--- src/rtl/sd_mod_gen.sv ---
// sd_mod_gen: first/second-order sigma-delta modulator with a one-entry sample slot
// that is loaded into the loop once per OSR-tick frame.
module sd_mod_gen #(
  parameter int BW    = 16,
  parameter int ORDER = 2,
  parameter int IW    = BW + 4,
  parameter int DIV   = 1,
  parameter int OSR   = 4
) (
  input  logic                 clk,
  input  logic                 rst_n,
  input  logic                 en,
  input  logic signed [BW-1:0] sd_in,
  input  logic                 in_valid,
  output logic                 in_ready,
  output logic                 bs_out,
  output logic                 bs_valid,
  output logic                 ovf,
  output logic                 urun,
  input  logic                 flag_clr
);
  localparam int TW = DIV > 1 ? $clog2(DIV) : 1;
  localparam int FW = OSR > 1 ? $clog2(OSR) : 1;
  localparam int SW = IW + 2;
  localparam logic signed [SW-1:0] SMAX = {3'b000, {(IW-1){1'b1}}};
  localparam logic signed [SW-1:0] SMIN = {3'b111, {(IW-1){1'b0}}};
  localparam logic signed [IW-1:0] IMAX = {1'b0, {(IW-1){1'b1}}};
  localparam logic signed [IW-1:0] IMIN = {1'b1, {(IW-1){1'b0}}};
  localparam logic signed [SW-1:0] FB_P = {{(SW-BW){1'b0}}, 1'b1, {(BW-1){1'b0}}};
  localparam logic signed [SW-1:0] FB_N = {{(SW-BW+1){1'b1}}, {(BW-1){1'b0}}};
  logic [TW-1:0] tcnt;
  logic [FW-1:0] fcnt;
  logic signed [BW-1:0] x, pend, x_use;
  logic pend_full;
  logic signed [IW-1:0] i1, i2, i1_n, i2_n;
  logic signed [SW-1:0] fb, s1, s2;
  logic tick, fstart, xfer, accept, sat1, sat2;
  assign in_ready = ~pend_full;
  // Sums are formed two bits wider than the integrators so clamping sees the true value.
  always_comb begin
    tick   = en && tcnt == TW'(DIV - 1);
    fstart = tick && fcnt == '0;
    xfer   = fstart && pend_full;
    accept = in_valid && ~pend_full;
    x_use  = xfer ? pend : x;
    fb     = bs_out ? FB_P : FB_N;
    s1     = {{2{i1[IW-1]}}, i1} + {{(SW-BW){x_use[BW-1]}}, x_use} - fb;
    sat1   = s1 > SMAX || s1 < SMIN;
    i1_n   = s1 > SMAX ? IMAX : s1 < SMIN ? IMIN : s1[IW-1:0];
    s2     = {{2{i1_n[IW-1]}}, i1_n} + {{2{i2[IW-1]}}, i2} - fb;
    sat2   = ORDER == 2 && (s2 > SMAX || s2 < SMIN);
    i2_n   = ORDER == 1 ? i2 : s2 > SMAX ? IMAX : s2 < SMIN ? IMIN : s2[IW-1:0];
  end
  always_ff @(posedge clk) begin
    if (!rst_n) begin
      tcnt      <= '0;
      fcnt      <= '0;
      x         <= '0;
      pend      <= '0;
      pend_full <= 1'b0;
      i1        <= '0;
      i2        <= '0;
      bs_out    <= 1'b0;
      bs_valid  <= 1'b0;
      ovf       <= 1'b0;
      urun      <= 1'b0;
    end else begin
      bs_valid <= tick;
      if (en) tcnt <= tcnt == TW'(DIV - 1) ? '0 : tcnt + 1'b1;
      if (tick) begin
        fcnt   <= fcnt == FW'(OSR - 1) ? '0 : fcnt + 1'b1;
        x      <= x_use;
        i1     <= i1_n;
        i2     <= i2_n;
        bs_out <= ~(ORDER == 1 ? i1_n[IW-1] : i2_n[IW-1]);
      end
      if (accept) pend <= sd_in;
      pend_full <= accept | (pend_full & ~xfer);
      ovf       <= (tick & (sat1 | sat2)) | (ovf & ~flag_clr);
      urun      <= (fstart & ~pend_full) | (urun & ~flag_clr);
    end
  end
endmodule

--- config.mk ---
export PLATFORM = sky130hd
export DESIGN_NAME = sd_mod_gen
export DESIGN_NICKNAME = d
export VERILOG_FILES = /design/src/rtl/sd_mod_gen.sv
export SDC_FILE = /design/constraint.sdc
export NUM_CORES = 1
export LEC_CHECK = 0
export CAP_MARGIN = 20
export CORE_UTILIZATION = 58
export CTS_CLUSTER_DIAMETER = 60
export CTS_CLUSTER_SIZE = 24
export DETAILED_ROUTE_END_ITERATION = 10
export DONT_BUFFER_PORTS = 1
export MAX_ROUTING_LAYER = met4
export PLACE_DENSITY = 0.76
export REMOVE_ABC_BUFFERS = 1
export SLEW_MARGIN = 40
export SYNTH_ARGS = -nofsm -noshare
export SYNTH_HDL_FRONTEND = slang
export SYNTH_SLANG_ARGS = --single-unit
export TNS_END_PERCENT = 10
--- constraint.sdc ---
create_clock -name clk -period 10.7 [get_ports clk]
set_input_delay 2.14 -clock clk [delete_from_list [all_inputs] [get_ports clk]]
set_output_delay 2.14 -clock clk [all_outputs]
set_load 0.05 [all_outputs]
After elaboration in Yosys (flattened, before gate mapping)

Cells that the tools add are included.
W data, S select, Z words.

Register bits after elaboration: 80
Input bits: 21
Output and inout port bits: 5

Equality and inequality tests: 1
Bitwise logic cells: 14
$add $sub $neg: 6
Reduce and logical (&&, ||, !) cells: 7
Mux-type cells: 8
$lt $le $gt $ge: 4

Operators with widths:

| operator               | number |
|---|---|
| $mux W20               | 4 |
| $gt A22 B20 Y1 const B | 2 |
| $lt A22 B20 Y1 const B | 2 |
| $sub A22 B22 Y22       | 2 |
| $mux W22               | 1 |
| $add A20 B16 Y21       | 1 |
| $add A20 B20 Y21       | 1 |
| $mux W16               | 1 |
| $and A1 B1 Y1          | 5 |
| $not A1 Y1             | 5 |
| $logic_and A1 B1 Y1    | 4 |
| $or A1 B1 Y1           | 4 |
| $add A2 B1 Y2 const B  | 1 |
| $eq A2 B2 Y1 const B   | 1 |
| $logic_not A2 Y1       | 1 |
| $logic_or A1 B1 Y1     | 2 |
| $mux W2                | 1 |
| $add A1 B1 Y1 const B  | 1 |
| $mux W1                | 1 |

Longest topological paths before layout

Gate-level depths: netlist (run 1).

Depth in word-level cells: 17
Depth in mapped cells: 49

Worst setup path before layout (run 1)

No wires, ideal clock.

Kind: in2reg
Start: in en
End: reg i2[3]
Cell stages on the path: 43
Path buffers: 3
Slack: -550 ps
Data arrival time: 11184 ps
Path through: clkbuf_1 -> nand3_1 -> clkbuf_1 -> mux2_2 -> ha_1 -> fa_1 -> a21oi_1 -> nor2_1 -> a211o_1 -> a31oi_1 -> o21ai_0 -> nand3_1 -> a21bo_2 -> nand2b_1 -> xor2_1 -> fa_1 -> a21o_1 -> a21oi_1 -> [7 not listed] -> inv_1 -> ha_1 -> fa_1 -> a21o_1 -> a21oi_1 -> o21ai_0 -> a31oi_1 -> o21ai_0 -> o221ai_1 -> o21ai_0 -> nor3_1 -> nor2_1 -> ha_1 -> nand3_1 -> or4b_4 -> mux2_4 -> or4_4 -> a21oi_2

Word-level cells in the longest chain between the ends: 14
Elaborated cells between the ends (all ways): 16

RTL lines:

| item                    | RTL line | source |
|---|---|---|
| start: declaration      | 12       | `input logic en,` |
| $logic_and A1 B1 Y1 (*) | 41       | `tick = en && tcnt == TW'(DIV - 1);` |
| $logic_and A1 B1 Y1 (*) | 42       | `fstart = tick && fcnt == '0;` |
| $logic_and A1 B1 Y1 (*) | 43       | `xfer = fstart && pend_full;` |
| $mux W16 (*)            | 45       | `x_use = xfer ? pend : x;` |
| via x_use[0]            | 33       | `logic signed [BW-1:0] x, pend, x_use;` |
| $add A20 B16 Y21 (*)    | 47       | `s1 = {{2{i1[IW-1]}}, i1} + {{(SW-BW){x_use[BW-1]}}, x_use} - fb;` |
| $sub A22 B22 Y22 (*)    | 47       |  |
| $lt A22 B20 Y1          | 49       | `i1_n = s1 > SMAX ? IMAX : s1 < SMIN ? IMIN : s1[IW-1:0];` |
| $mux W20                | 49       |  |
| $mux W20 (*)            | 49       |  |
| via i1_n[19]            | 35       | `logic signed [IW-1:0] i1, i2, i1_n, i2_n;` |
| $add A20 B20 Y21 (*)    | 50       | `s2 = {{2{i1_n[IW-1]}}, i1_n} + {{2{i2[IW-1]}}, i2} - fb;` |
| $sub A22 B22 Y22 (*)    | 50       |  |
| $lt A22 B20 Y1          | 52       | `i2_n = ORDER == 1 ? i2 : s2 > SMAX ? IMAX : s2 < SMIN ? IMIN : s2[IW-1:0];` |
| $mux W20                | 52       |  |
| $mux W20 (*)            | 52       |  |
| end signal: assignment  | 74       | `i2 <= i2_n;` |
| end: declaration        | 35       |  |

Mark *: on every way through the listed nets, which the timed path passes. The rest lies on a longest branch.
A chain may end at the register's enable or synchronous reset.

Final worst setup path (run 1)

Ends and elaborated chain as after synthesis.

==> metrics.txt, run 1 <==
outcome=finished, violations left; failing checks=design-rule violations; Final period util=about 95%; GR Util All Layers=27.4%; Cells on Worst Hold Path=2; Yosys Warn Count=0; vias in the first global route=4439; Die W=97.8 um; Fmax=98.7 MHz; crit path launch type=input port; hpwl dp=~9 mm; Root Buffer=clkbuf_8; WP data arrival=10440 ps; fin crit period=10130 ps; layout cell share with drive strength beyond 1=10.9%; mux cell area share after synthesis=under 10%; routed wire length=roughly 12 mm; DP Worst Slack=-80.9 ps; Setup crit end kind=register; Compound-Gate Fraction of Synth Area=26.7%; TNS Setup=0 ps; Final setup viols=0; Adder-Cell Fraction of Synth Area=a little over an eighth; Site Rows=34; Via density=5.93; vias=around 4600; Reg clk slew, reported paths=90 ps; Critical-path top delay cell=or4b_4; 1st-iter DRT viols=237; die area=9570 um2; Worst Hold Class=reg -> reg; Largest stage delay, worst path=approximately 520 ps; Area Overhead vs Synth=8.08%; Hold Vio Cnt, Final=0; IO buf count=0; worst-margin pin slew=699 ps; post-route ant nets=0; Slew Limit Fails=0; Post-Syn Area per Cell=about 8 um2; global-route wire length before repair=20.6 mm; TritonCTS Buffers=9; required time of the critical path=11000 ps; CTS tree=built; max cap viols=0; H-tree depth=3; Post-Syn Instances=664; Skew-Pair Late Insertion Delay=360 ps; initial antenna violation count=0; Die H=97.8 um; unique cell type count in the Yosys netlist=62; Placer Congestion=0.960; GRT overflow=0; Seq/Total Area, Yosys=29.7%; crit-path max FO=60; IO Pins=26; Post-synth EDFFs=0; clock skew=just over 9 ps; largest family of logic cells by synthesized area=compound AO/OA/AOI/OAI gates; cell area after synthesis=5330 um2; Final nets=739; Clock Path Buffers=2; post-layout worst setup margin=about 570 ps; first-pass iteration count of the detailed router=8; Core ar.=8810 um2; cell mode on critical path=a21oi_1; Synth Area in Simple Gates=15.1%; CTS Sinks=between 70 and 80; pin count of the biggest net entering global routing=slightly above 60; FF-to-FF path depth=43; Fin Hold WS=464 ps; DR WL/cell=about 16 um; ys flop type=dfxtp_1; drt drc=10; synthesized flop and latch total=79; Initial Utilization=60.5%; Synth async-reset ratio=0%; max-slew headroom at the worst pin=53.4%; Setup CP Type=in -> reg; RSZ-0062 raised after global routing=no; # diodes=0; post-synthesis xor/xnor area fraction=around 5.9%
## through the flow
step	util, %	instance area, um2	instances
finish	65.4	5760	775
floorplan	-	5220	638
detailed placement	62.0	5460	758
global route	65.4	5760	775
global placement	62.0	5460	758
CTS	64.6	5690	774
## kinds of logic (layout without fill, tap and decap cells)
group / Yosys count / after routing
simple gates: 169 / 169
buf+inv: 67 / 70
xor+xnor: 36 / 36
flops: 79 / 79
fa+ha+maj: 56 / 56
compound gates: 238 / 238
mux: 19 / 19
## state kept, by name (all words and copies together), names as in the netlist
| signal | count |
|---|---|
| bs_out | 1 |
| bs_valid | 1 |
| fcnt | 2 |
| i1 | 20 |
| i2 | 20 |
| ovf | 1 |
| pend | 16 |
| pend_full | 1 |
| urun | 1 |
| x | 16 |
## cells in the mapped netlist (all sizes together) (2+ instances only)
cell type / n / area, um2
a21oi: 106 / 538
dfxtp: 79 / 1580
nand2: 67 / 251
o21ai: 65 / 340
ha: 52 / 651
inv: 40 / 150
nor2: 38 / 150
xnor2: 26 / 228
clkbuf: 21 / 78.8
mux2: 17 / 195
nand3: 17 / 85.1
and2: 16 / 100
a21o: 12 / 90.1
o21bai: 10 / 75.1
xor2: 10 / 87.6
o21a: 9 / 67.6
nor2b: 7 / 43.8
nor3: 7 / 35.0
a211oi: 6 / 50.1
a31oi: 6 / 43.8
a211o: 5 / 43.8
buf: 5 / 26.3
fa: 4 / 80.1
o211a: 4 / 40.0
and3: 3 / 20.0
o211ai: 3 / 22.5
mux2i: 2 / 20.0
nand2b: 2 / 12.5
nand3b: 2 / 18.8
nor4: 2 / 12.5
o221ai: 2 / 23.8
o31ai: 2 / 15.0
or3: 2 / 17.5
## worst max-delay path: cells and delay by family
family	cells	cell delay (ps)
AOI/OAI and AO/OA	16	2810
xor gates and xnor gates	2	190
adders and majority gates	4	1500
buffers and inverters	5	710
muxes	2	720
and+or+nand+nor	12	2330
## layout by cell type (no fill, tap or decap), drive strengths merged, types with 10 or more instances in the layout
master	Yosys	final
a21oi	106	106
dfxtp	79	79
xnor2	26	26
ha	52	52
nor2	38	38
mux2	17	17
and2	16	16
nand2	67	67
o21bai	10	10
inv	40	43
xor2	10	10
a21o	12	12
o21ai	65	65
nand3	17	17
buf	5	13
## area by class of cell
type	count	area [um2]
clock buffer	9	124
clock inverter	7	104
fill	768	3050
inverter	41	154
multi-input combinational	518	3530
sequential	79	1580
tap	108	135
timing repair buffer	13	123
## path summary, 6_finish.rpt
path	end	start	slack (ps)
max	i2[3]$_SDFFE_PN0P_	en	570
min	pend[10]$_SDFFE_PN0P_	pend[10]$_SDFFE_PN0P_	460
max reg2reg	i2[3]$_SDFFE_PN0P_	fcnt[0]$_SDFFE_PN0P_	1630
min reg2reg	pend[10]$_SDFFE_PN0P_	pend[10]$_SDFFE_PN0P_	460
## what timing repair did
item / in CTS / in global routing
resized for setup: 0 / 13
endpoints found under the setup margin: 0 / 22
buffers inserted: 0 / 1
hold buffers: 0 / 0
## metal layers
metal | vias up | global-route usage [%] | share of wire [%]
met3 | 21 | 4.01 | 4.3
met1 | 2139 | 33.7 | 46
met2 | 100 | 45.2 | 48
met5 | - | - | 0
met4 | 0 | 11.1 | 2.0
li1 | 2337 | - | -
Power of run 1 is left out: the tool's default activity adds up to more than one toggle a clock period on the data nets, which glitch-free logic cannot reach.
==> run 2: changes to the inputs <==
Settings changed: CORE_MARGIN set to 10.
==> run 2 against run 1 <==
Against the previous run: the run now ends clean; critical path depth unchanged; cell count up 0.13%; first-iteration DRC count up 8.9%; critical path type unchanged.
==> metrics.txt, run 2 (synthesis results as in run 1) <==
DR WL met2=around 6 mm; Final nets=740; most frequent cells in the layout=a21oi_1 (103), dfxtp_1 (78), nand2_1 (67), o21ai_0 (55), ha_1 (51); max cap viols=0; worst-margin pin slew=734 ps; die area=13400 um2; Critical-path top delay cell=or4b_4; GRT overflow=0; Slew Limit Fails=0; Skew-Pair Late Insertion Delay=350 ps; Placer Congestion=between 0.9 and 1; commonest non-fill, non-tap cell in the layout=a21oi_1; vias in the first global route=4336; Area Overhead vs Synth=7.57%; Largest stage delay, worst path=roughly 520 ps; layout cell share with drive strength beyond 1=10.5%; first-pass iteration count of the detailed router=5; Die W=116 um; drt drc=0; 1st-iter DRT viols=258; Final period util=between 90% and 100%; Worst Hold Class=reg -> reg; pin count of the biggest net entering global routing=61; IO Pins=26; fin crit period=10160 ps; crit path launch type=input port; # diodes=0; Largest regs=i1 (20), i2 (20); initial antenna violation count=0; TritonCTS Buffers=9; Hold Vio Cnt, Final=0; non-filler cells, final=776; Top Layer Used=met4; Reg clk slew, reported paths=80 ps; Initial Utilization=60.2%; outcome=complete, no violations; DR WL met3=730 um; max-slew headroom at the worst pin=between 50% and 60%; Root Buffer=clkbuf_8; post-route ant nets=0; Die H=116 um; clock skew=13.1 ps; IO buf count=0; H-tree depth=3; DR WL/cell=16.0 um; TNS Setup=0 ps; Core ar.=8850 um2; global-route wire length before repair=20.5 mm; vias=4634; GR Util All Layers=19.2%; RSZ-0062 raised after global routing=no; Fmax=98.4 MHz; CTS Sinks=79; Post-CTS Hold Buffers=0; crit-path max FO=60; Clock Path Buffers=2; M1 wire length=5.54 mm; Final setup viols=0; Setup crit end kind=register; required time of the critical path=10990 ps; Via density=around 6; hpwl dp=around 9.1 mm; routed wire length=12.4 mm; fin util=64.7%; WP data arrival=around 10000 ps; CTS tree=built; Setup CP Type=in -> reg; Site Rows=34; Post-Place Cells=758
run 2: timing repair:
| action | 4_1_cts | 5_1_grt |
|---|---|---|
| gates resized for setup | 0 | 8 |
| endpoints found under the hold margin | 0 | 0 |
| endpoints found under the setup margin | 0 | 22 |
| buffers inserted | 0 | 2 |
run 2: through the flow:
stage	setup WS [ps]	hold slack, ps	instance area [um2]
after global routing	3.61	485	5730
final	542	459	5730
after CTS	317	463	5680
after floorplan	-450	434	5220
after detailed placement	-33.2	451	5460
after global placement	250	441	5460
run 2: final timing paths:
kind,depth (start not counted),to,start,slack [ps]
hold / removal,2,pend[6]$_SDFFE_PN0P_,pend[6]$_SDFFE_PN0P_,460
hold reg to reg,2,pend[6]$_SDFFE_PN0P_,pend[6]$_SDFFE_PN0P_,460
setup / recovery,41,i2[3]$_SDFFE_PN0P_,en,540
setup reg to reg,43,i2[3]$_SDFFE_PN0P_,fcnt[0]$_SDFFE_PN0P_,1690
run 2: layer usage:
layer	up-vias	global-route usage, %
met4	0	5.50
li1	2347	-
met3	15	3.62
met5	-	-
met2	116	32.0
met1	2156	23.1
run 2: cell type report:
type                    instances  area (um2)
well taps                     108         135
flip-flops and latches         79        1580
clock inverters                 6        93.8
multi-input cells             518        3520
fillers                       775        3120
repair buffers                 14         118
inverters                      41         154
clock buffers                  10         128
run 2: worst max-delay path, delay by kind of cell:
kind                       cells  cell delay [ps]
AOI/OAI and AO/OA             17             2960
buffers and inverters          4              510
muxes                          2              720
xor gates and xnor gates       1              110
adders and majority gates      5             1760
and+or+nand+nor               12             2220
Power of run 2 is left out for the same reason.
